### config.mk
export PLATFORM = sky130hd
export DESIGN_NAME = exc_vector_fetch
export DESIGN_NICKNAME = d
export VERILOG_FILES = /design/src/rtl/exc_pkg.sv /design/src/rtl/exc_vector_fetch.sv
export SDC_FILE = /design/constraint.sdc
export NUM_CORES = 1
export LEC_CHECK = 0
export CAP_MARGIN = 20
export CORE_MARGIN = 8
export CORE_UTILIZATION = 43
export DETAILED_ROUTE_END_ITERATION = 10
export PLACE_DENSITY = 0.95
export SYNTH_ARGS = -nofsm -noshare
export SYNTH_HDL_FRONTEND = slang
export SYNTH_SLANG_ARGS = --single-unit
### constraint.sdc
create_clock -name clk -period 5.5 [get_ports clk]
set_clock_uncertainty 0.15 [all_clocks]
set_input_delay 0.825 -clock clk [delete_from_list [all_inputs] [get_ports clk]]
set_output_delay 0.825 -clock clk [all_outputs]
set_load 0.02 [all_outputs]
### src/rtl/exc_pkg.sv
// Shared encodings for the exception vector fetch sequencer: address-mux
// selects, cause codes and sequencer states.
package exc_pkg;

  localparam logic [2:0] SEL_IORD    = 3'b000;
  localparam logic [2:0] SEL_VEC_OPC = 3'b001;
  localparam logic [2:0] SEL_VEC_OVF = 3'b010;
  localparam logic [2:0] SEL_VEC_DIV = 3'b011;

  typedef enum logic [1:0] {
    CAUSE_NONE = 2'b00,
    CAUSE_OPC  = 2'b01,
    CAUSE_OVF  = 2'b10,
    CAUSE_DIV  = 2'b11
  } cause_e;

  typedef enum logic [1:0] {
    ST_IDLE = 2'b00,
    ST_ADDR = 2'b01,
    ST_WAIT = 2'b10,
    ST_CAPT = 2'b11
  } state_e;

  // Lowest flag index wins: invalid opcode > overflow > divide-by-zero.
  function automatic cause_e prio_cause(input logic [2:0] flags);
    if (flags[0])      return CAUSE_OPC;
    else if (flags[1]) return CAUSE_OVF;
    else if (flags[2]) return CAUSE_DIV;
    else               return CAUSE_NONE;
  endfunction

  function automatic logic [2:0] vec_sel(input cause_e cause);
    case (cause)
      CAUSE_OPC: return SEL_VEC_OPC;
      CAUSE_OVF: return SEL_VEC_OVF;
      CAUSE_DIV: return SEL_VEC_DIV;
      default:   return SEL_IORD;
    endcase
  endfunction

endpackage

### src/rtl/exc_vector_fetch.sv
// Exception sequencer: steers the memory address mux to the vector byte,
// waits out read latency, then strobes the handler address into PC and EPC.
module exc_vector_fetch
  import exc_pkg::*;
#(
  parameter int unsigned MEM_LATENCY = 2  // legal range 1..15
) (
  input  logic        clk,
  input  logic        reset,
  input  logic [2:0]  exc_flags,
  input  logic [31:0] pc_in,
  input  logic [31:0] mem_data_in,
  output logic [2:0]  srcaddr_sel,
  output logic        busy,
  output logic [31:0] pc_out,
  output logic        pc_we,
  output logic [31:0] epc_out,
  output logic        epc_we,
  output logic [1:0]  cause_out
);

  state_e      state_q, state_d;
  logic [3:0]  cnt_q, cnt_d;
  cause_e      cause_q, cause_d;
  logic [31:0] epc_q, epc_d;
  logic [31:0] pc_q, pc_d;
  logic        we_q, we_d;

  // Only the vector byte of the read word is ever consumed.
  logic unused_mem_hi;
  assign unused_mem_hi = ^mem_data_in[31:8];

  // NOTE: reset is synchronous, so it lives inside the clocked branch, not the sensitivity list.
  always_ff @(posedge clk) begin
    if (reset) begin
      state_q <= ST_IDLE;
      cnt_q   <= '0;
      cause_q <= CAUSE_NONE;
      epc_q   <= '0;
      pc_q    <= '0;
      we_q    <= 1'b0;
    end else begin
      // NOTE: non-blocking assignments so every register samples pre-edge values.
      state_q <= state_d;
      cnt_q   <= cnt_d;
      cause_q <= cause_d;
      epc_q   <= epc_d;
      pc_q    <= pc_d;
      we_q    <= we_d;
    end
  end

  always_comb begin
    // NOTE: hold-by-default on every target keeps this block free of inferred latches.
    state_d = state_q;
    cnt_d   = cnt_q;
    cause_d = cause_q;
    epc_d   = epc_q;
    pc_d    = pc_q;
    we_d    = 1'b0;

    case (state_q)
      ST_IDLE: begin
        if (|exc_flags) begin
          cause_d = prio_cause(exc_flags);
          epc_d   = pc_in - 32'd4;
          state_d = ST_ADDR;
        end
      end
      ST_ADDR: begin
        cnt_d   = 4'(MEM_LATENCY - 1);
        state_d = ST_WAIT;
      end
      ST_WAIT: begin
        if (cnt_q == 4'd0) begin
          // Strobe is registered here so it is high exactly while in CAPT.
          pc_d    = {24'b0, mem_data_in[7:0]};
          we_d    = 1'b1;
          state_d = ST_CAPT;
        end else begin
          cnt_d = cnt_q - 4'd1;
        end
      end
      ST_CAPT: state_d = ST_IDLE;
      default: state_d = ST_IDLE;
    endcase
  end

  assign srcaddr_sel = (state_q == ST_IDLE) ? SEL_IORD : vec_sel(cause_q);
  assign busy        = (state_q != ST_IDLE);
  assign pc_out      = pc_q;
  assign pc_we       = we_q;
  assign epc_out     = epc_q;
  assign epc_we      = we_q;
  assign cause_out   = cause_q;

endmodule

==> results.txt, run 1 <==
----------------------------------------------------
[Outcome]
  Outcome ... finished clean

[Final layout]
  End-of-flow core utilization ... about three fifths
  Diode insertion count for antenna repair ... 0
  Final nets ... between 400 and 500
  Fraction of final layout cells sized beyond drive strength 1 ... ~6.0%
  Number of standard cells in the layout, taps in and fillers out ... ~470
  Signed area change from the synthesized netlist to the final layout ... 35.1%

[Power]
  Pwr Total ... ~1600 uW
  Total power density per cell area ... ~450 mW/mm^2
  Part of the power in the clock network ... 15.2%
  Internal Pwr Total ... between 900 and 1000 uW
  Switching Power ... 637 uW
  Proportion of power drawn by combinational gates ... between 50% and 60%
  Peak ir drop on the vdd network ... approximately 0.00044 V
  Proportion of total power due to net switching ... between 30% and 40%
  Share of power burned in registers ... about a third
  Leakage ... 0.00127 uW

[GRT]
  Pin count of the biggest net entering global routing ... 59
  Overflow after GRT ... 0
  Via count of the first global-routing pass ... 2389
  Number of antenna violations at the first check in global routing ... 0
  Combined global-route utilization of all metal layers ... between 15 and 20%
  Wire length of the first global-routing pass ... approximately 11000 um

[Synth]
  Leading post-synthesis cells by instance count ... 49 x sky130_fd_sc_hd__dfxtp_1, 40 x sky130_fd_sc_hd__nor2_1, 30 x sky130_fd_sc_hd__nand2_1
  Flip-flop and latch count after synthesis ... between 40 and 50
  Flip-flop cell with the highest count after synthesis ... sky130_fd_sc_hd__dfxtp_1
  YS warnings ... 0
  Post-synth cell types ... 45
  Portion of synthesized cell area occupied by the leading cell type ... 37.1%
  Share of flip-flops with an asynchronous set or reset ... 0%
  Most common cell in the netlist ... sky130_fd_sc_hd__dfxtp_1
  Dominant cell type by area after synthesis ... sky130_fd_sc_hd__dfxtp_1
  Gate Count Post-Synth ... 320
  Number of enable flip-flop cells after synthesis ... 0
  Post-synthesis cell area ... between 0.002 and 0.003 mm^2
  Most area-consuming cells after synthesis ... sky130_fd_sc_hd__dfxtp_1 37%, sky130_fd_sc_hd__buf_4 7.4%, sky130_fd_sc_hd__nor2_1 5.7%
  Average footprint of a synthesized cell ... approximately 8.3 um^2
  Sequential cell area fraction in the yosys report ... 37.1%

[Job]
  Maximum Capacitance Violations ... 0

[STA]
  Worst-case headroom to the max-slew limit ... 29.9%
  Pin slew with the least headroom to its limit ... ~1.1 ns
  Number of slew-limit violations in the final report ... 0
  Clock period minus worst slack ... around 3.7 ns
  Final critical-path share of the clock period ... about two thirds
  Final Hold Viols ... 0
  RSZ-0062 raised after global routing ... false
  Number of setup violations in the final report ... 0
  Setup TNS ... 0 ns
  Highest clock rate ... about 270 MHz

[Die]
  Die outline area ... 0.00892 mm^2
  # IOs ... between 100 and 150
  Height of the die ... between 90 and 100 um
  Standard cell core area ... between 0.005 and 0.006 mm^2
  Horizontal die dimension ... about 94 um
  Row count ... 28
  Initial core utilization ... 44.7%

[Drt]
  Violation count after the first detailed-route iteration ... 93
  Routed len/inst ... 15.3 um
  Post-detailed-route via-to-cell ratio ... roughly 5.3
  Total wire length ... 7270 um
  # DRC ... 0
  Remaining antenna violation count after routing ... 0
  Vias after detailed routing ... between 2000 and 3000
  Total iterations of the first detailed-routing run ... 4

[Min path]
  Tightest Hold Check Type ... reg -> reg

[Clocking]
  Resized cells post-CTS ... 0
  Clock tree from TritonCTS ... built
  CTS sink count ... just under 50
  Clock-pin slew reported for the worst setup and hold paths after clock tree synthesis ... approximately 0.090 ns
  CTS H-tree depth ... 2
  Maximum root-to-sink buffer count ... 2
  Post-CTS setup repair buffer count ... 0
  Number of buffers created by CTS ... 5
  Cts-stage hold buffer count ... 0
  Insertion delay to the later sink of the worst-skew pair ... 0.29 ns
  CTS root buf ... sky130_fd_sc_hd__clkbuf_8

[Critical path]
  Worst path required time ... 5.55 ns
  Critical path data arrival time ... between 3 and 4 ns
  Category of the worst setup path launch point ... input pin
  Path type of the worst setup path ... in -> reg
  Max FO, Critical Path ... 14
  Critical Path End Type ... register

[Placed design]
  DP Wirelength ... around 5600 um
  Final weighted congestion of routability-driven global placement ... 0.778
  Total instance count after detailed placement ... 466
  Count of buffers from port buffering ... 91

----------------------------------------------------
-- cells in the final DEF (no fill, tap or decap), drive strengths merged, types with 6 or more instances in the layout --
master,netlist,final
conb,1,25
a21oi,11,11
clkdlybuf4s50,0,90
nand3,8,8
clkbuf,15,6
inv,9,9
nor2,40,40
or2,6,6
o31ai,13,13
or4,15,15
xor2,8,8
dfxtp,49,49
nand2,30,30
a211oi,12,12
or3,8,8
a311oi,15,15
-- layer usage --
metal	routed length (um)	GRT usage [%]	up-vias
li1	-	-	1267
met1	2860	17.1	1194
met2	3830	28.2	65
met3	498	5.16	6
met4	76	4.23	0
met5	0	0	-
-- sequential cells by signal (all words and copies together), names as in the netlist --
signal,flops
pc_out,8
epc_out,32
cause_out,2
cnt_q,4
epc_we,1
state_q,2
-- logic make-up (layout without fill, tap and decap cells) --
logic type               after synthesis  in the layout  share of synthesized area (%)
AO/OA/AOI/OAI                         64             64                           17.7
XOR/XNOR                              11             11                           3.64
adder cells (fa/ha/maj)                5              5                           2.37
buffers and inverters                 53            108                           11.5
flip-flops                            49             49                           37.1
multiplexers                           2              2                          0.757
other                                  1             25                          0.142
AND/OR/NAND/NOR                      135            135                           26.7
-- area by class of cell --
class / instances / area, um^2
timing repair buffer: 92 / 911
fill: 525 / 2350
inverter: 9 / 33.8
sequential: 49 / 981
multi-input combinational: 242 / 1450
clock buffer: 5 / 68.8
tap: 75 / 93.8
clock inverter: 2 / 35.0
-- power by group through the flow --
stage | registers, uW | clock network, uW | logic (uW)
2_1_floorplan | 684 | 0 | 348
3_3_place_gp | 546 | 0 | 803
3_5_place_dp | 552 | 0 | 821
4_1_cts | 545 | 253 | 824
5_1_grt | 560 | 268 | 889
6_report | 544 | 244 | 820
-- final timing paths --
kind | startpoint | endpoint | slack, ns | depth (start not counted)
worst min-delay path | pc_out[2] | pc_out[2] | 0.31 | 2
worst max-delay path | pc_in[11] | epc_out[19] | 1.83 | 5
worst min register to register | pc_out[2] | pc_out[2] | 0.31 | 2
worst max register to register | state_q[0] | epc_out[28] | 3.12 | 6
-- critical path: stages --
cell,delay [ns]
sky130_fd_sc_hd__clkdlybuf4s50_1,0.46
sky130_fd_sc_hd__nor4_1,0.73
sky130_fd_sc_hd__nand4_1,0.71
sky130_fd_sc_hd__or4_2,0.75
sky130_fd_sc_hd__a311oi_1,0.25
-- per-stage QoR --
step | hold slack (ns) | area (um^2) | worst slack [ns]
2_1_floorplan | 0.296 | 2740 | 2.51
3_3_place_gp | 0.291 | 3460 | 1.57
3_5_place_dp | 0.302 | 3460 | 1.53
4_1_cts | 0.312 | 3570 | 1.83
5_1_grt | 0.339 | 3570 | 1.50
6_report | 0.308 | 3570 | 1.83
(Power assumes the default switching activity.)
==> run 2: changes to the inputs <==
Settings changed: CORE_UTILIZATION 43 to 40, PLACE_DENSITY 0.95 to 0.93.
Clock period 5.5 ns to 3.4 ns, I/O delays scaled along.
==> results.txt, run 2 (synthesized netlist as in run 1, its figures left out) <==
----------------------------------------------------
[Outcome]
  Outcome ... finished clean (unchanged)

[Clocking]
  Clock tree from TritonCTS ... built (unchanged)
  CTS sink count ... 49 (unchanged)
  Maximum root-to-sink buffer count ... 2 (unchanged)
  CTS root buf ... sky130_fd_sc_hd__clkbuf_8 (unchanged)
  Cts-stage hold buffer count ... 0 (unchanged)
  CTS H-tree depth ... 2 (unchanged)
  Resized cells post-CTS ... 0 (unchanged)
  Clock-pin slew reported for the worst setup and hold paths after clock tree synthesis ... 0.09 ns (about the same)
  Insertion delay to the later sink of the worst-skew pair ... 0.29 ns (about the same)
  Post-CTS setup repair buffer count ... 0 (unchanged)
  Number of buffers created by CTS ... 5 (unchanged)

[Critical path]
  Max FO, Critical Path ... 13 (was 14)
  Category of the worst setup path launch point ... input pin (unchanged)
  Slack of the worst reg-to-reg path ... 1.07 ns (was 3.12 ns)
  Path type of the worst setup path ... in -> reg (unchanged)
  Cell family with the largest share of critical-path delay ... simple AND/OR/NAND/NOR gates (unchanged)
  Cell occurring most often along the worst timing path ... sky130_fd_sc_hd__or4_4
  Worst path required time ... 3.45 ns (was 5.55 ns)
  Cell-by-cell trace of the critical path ... clkdlybuf4s50_1 -> or4_4 -> or4_4 -> or4_1 -> a311oi_1 (was clkdlybuf4s50_1 -> nor4_1 -> nand4_1 -> or4_2 -> a311oi_1)
  Critical Path End Type ... register (unchanged)
  Largest incremental delay on the critical path ... 0.58 ns (was 0.75 ns)
  Worst path slowest cell ... sky130_fd_sc_hd__or4_4 (was sky130_fd_sc_hd__or4_2)
  Crit path launch ... pc_in[20] (was pc_in[11])
  Launch point of the worst reg-to-reg path ... state_q[0] (unchanged)
  Critical path data arrival time ... 2.91 ns (was 3.72 ns)
  Crit path buffers/inverters ... 1 (unchanged)

[Final layout]
  Signed area change from the synthesized netlist to the final layout ... 35.9% (was 35.1%)
  Leading cell type in the layout, fill and taps excluded ... sky130_fd_sc_hd__clkdlybuf4s50_1 (unchanged)
  Final nets ... 479 (was 473)
  Number of flip-flops in the largest register ... 32 (unchanged)
  Diode insertion count for antenna repair ... 0 (unchanged)
  End-of-flow core utilization ... 56.3% (was 60.4%)
  Filler cells ... 574 (was 525)
  Most frequent cells in the layout ... 90 x sky130_fd_sc_hd__clkdlybuf4s50_1, 49 x sky130_fd_sc_hd__dfxtp_1, 40 x sky130_fd_sc_hd__nor2_1 (unchanged)
  Total non-filler cell area in the finished layout ... 0.00359 mm^2 (was 0.00357 mm^2)
  Fraction of final layout cells sized beyond drive strength 1 ... 7.18% (was 6.02%)

[Drt]
  # DRC ... 0 (unchanged)
  Total iterations of the first detailed-routing run ... 4 (unchanged)
  Vias after detailed routing ... 2576 (was 2532)
  Violation count after the first detailed-route iteration ... 131 (was 93)
  Remaining antenna violation count after routing ... 0 (unchanged)
  Routed len/inst ... 15.3 um (about the same)
  Total wire length ... 7370 um (was 7270 um)
  Post-detailed-route via-to-cell ratio ... 5.36 (was 5.34)

[STA]
  Final Hold Viols ... 0 (unchanged)
  Setup TNS ... 0 ns (unchanged)
  Clock period minus worst slack ... 2.86 ns
  Worst-case headroom to the max-slew limit ... 37.0% (was 29.9%)
  Pin slew with the least headroom to its limit ... 0.945 ns (was 1.05 ns)
  Number of setup violations in the final report ... 0 (unchanged)
  Final critical-path share of the clock period ... between 80% and 90%
  RSZ-0062 raised after global routing ... false (unchanged)
  Number of slew-limit violations in the final report ... 0 (unchanged)
  Highest clock rate ... roughly 350 MHz

[GRT]
  Via count of the first global-routing pass ... 2564 (was 2389)
  Number of antenna violations at the first check in global routing ... 0 (unchanged)
  Overflow after GRT ... 0 (unchanged)
  Combined global-route utilization of all metal layers ... 15.0% (was 15.7%)
  Wire length of the first global-routing pass ... 12200 um (was 11500 um)
  Pin count of the biggest net entering global routing ... 54 (was 59)

[Min path]
  Tightest Hold Check Type ... reg -> reg (unchanged)
  Source of the worst hold timing path ... pc_out[7] (was pc_out[2])

[Power]
  Pwr Total ... 2530 uW (was 1610 uW)
  Total power density per cell area ... 704 mW/mm^2 (was 450 mW/mm^2)
  Leakage ... 0.00129 uW (was 0.00127 uW)
  Peak ir drop on the vdd network ... 0.000454 V (was 0.000443 V)

[Placed design]
  Final weighted congestion of routability-driven global placement ... 0.810 (was 0.778)
  Count of buffers from port buffering ... 91 (unchanged)
  Placed standard-cell area ... 0.00352 mm^2 (was 0.00346 mm^2)
  DP Wirelength ... 5650 um (was 5580 um)

[Die]
  Height of the die ... 97.3 um (was 94.4 um)
  Initial core utilization ... 41.4% (was 44.7%)
  Row count ... 29 (was 28)
  Die outline area ... 0.00947 mm^2 (was 0.00892 mm^2)
  # IOs ... 141 (unchanged)
  Standard cell core area ... 0.00639 mm^2 (was 0.00592 mm^2)
  Horizontal die dimension ... 97.3 um (was 94.4 um)

[Job]
  Maximum Capacitance Violations ... 0 (unchanged)

----------------------------------------------------
## run 2: cell types whose count changed in the layout (fill, tap and decap cells not counted)
cell                        delta
sky130_fd_sc_hd__buf_4         +7
sky130_fd_sc_hd__bufinv_16     -1
sky130_fd_sc_hd__clkbuf_2      -1
## run 2: report_power, final
part,internal (uW),leakage [uW],switching (uW)
combinational,592,0.000847,745
clock,136,0.0000399,176
sequential,774,0.000405,108
total,1500,0.00129,1030
## run 2: tightest hold or removal path: stages, from the launching register on
cell and delay, ns:
sky130_fd_sc_hd__dfxtp_1 0.31, sky130_fd_sc_hd__nand2_1 0.05, sky130_fd_sc_hd__a21oi_1 0.05
## run 2: worst paths after layout
kind	to	cells past startpoint
setup / recovery	epc_out[31]	5
hold / removal	pc_out[7]	2
setup reg to reg	epc_out[12]	6
hold reg to reg	pc_out[7]	2
## run 2: stage by stage
| stage | std cells | setup WS, ns | hold WS [ns] |
|---|---|---|---|
| floorplan | 344 | 0.724 | 0.296 |
| global placement | 475 | 0.268 | 0.292 |
| detailed placement | 475 | 0.232 | 0.295 |
| CTS | 481 | 0.544 | 0.307 |
| global route | 481 | 0.423 | 0.328 |
| finish | 481 | 0.536 | 0.307 |
## run 2: area by class of cell
cell class,instances,area (um^2),area share [%]
Clock buffer,5,68.8,1.92
Inverter,9,33.8,0.940
Clock inverter,1,5.00,0.139
Tap cell,77,96.3,2.68
Timing Repair Buffer,98,958,26.7
Sequential cell,49,981,27.3
Multi-Input combinational cell,242,1450,40.4
## run 2: routing by layer
metal	vias up	part of all wire [%]	track usage, %
met5	-	0	0
met1	1211	39	16.8
met3	8	7.5	5.12
met2	80	53	26.5
met4	0	0.88	3.61
li1	1277	-	-
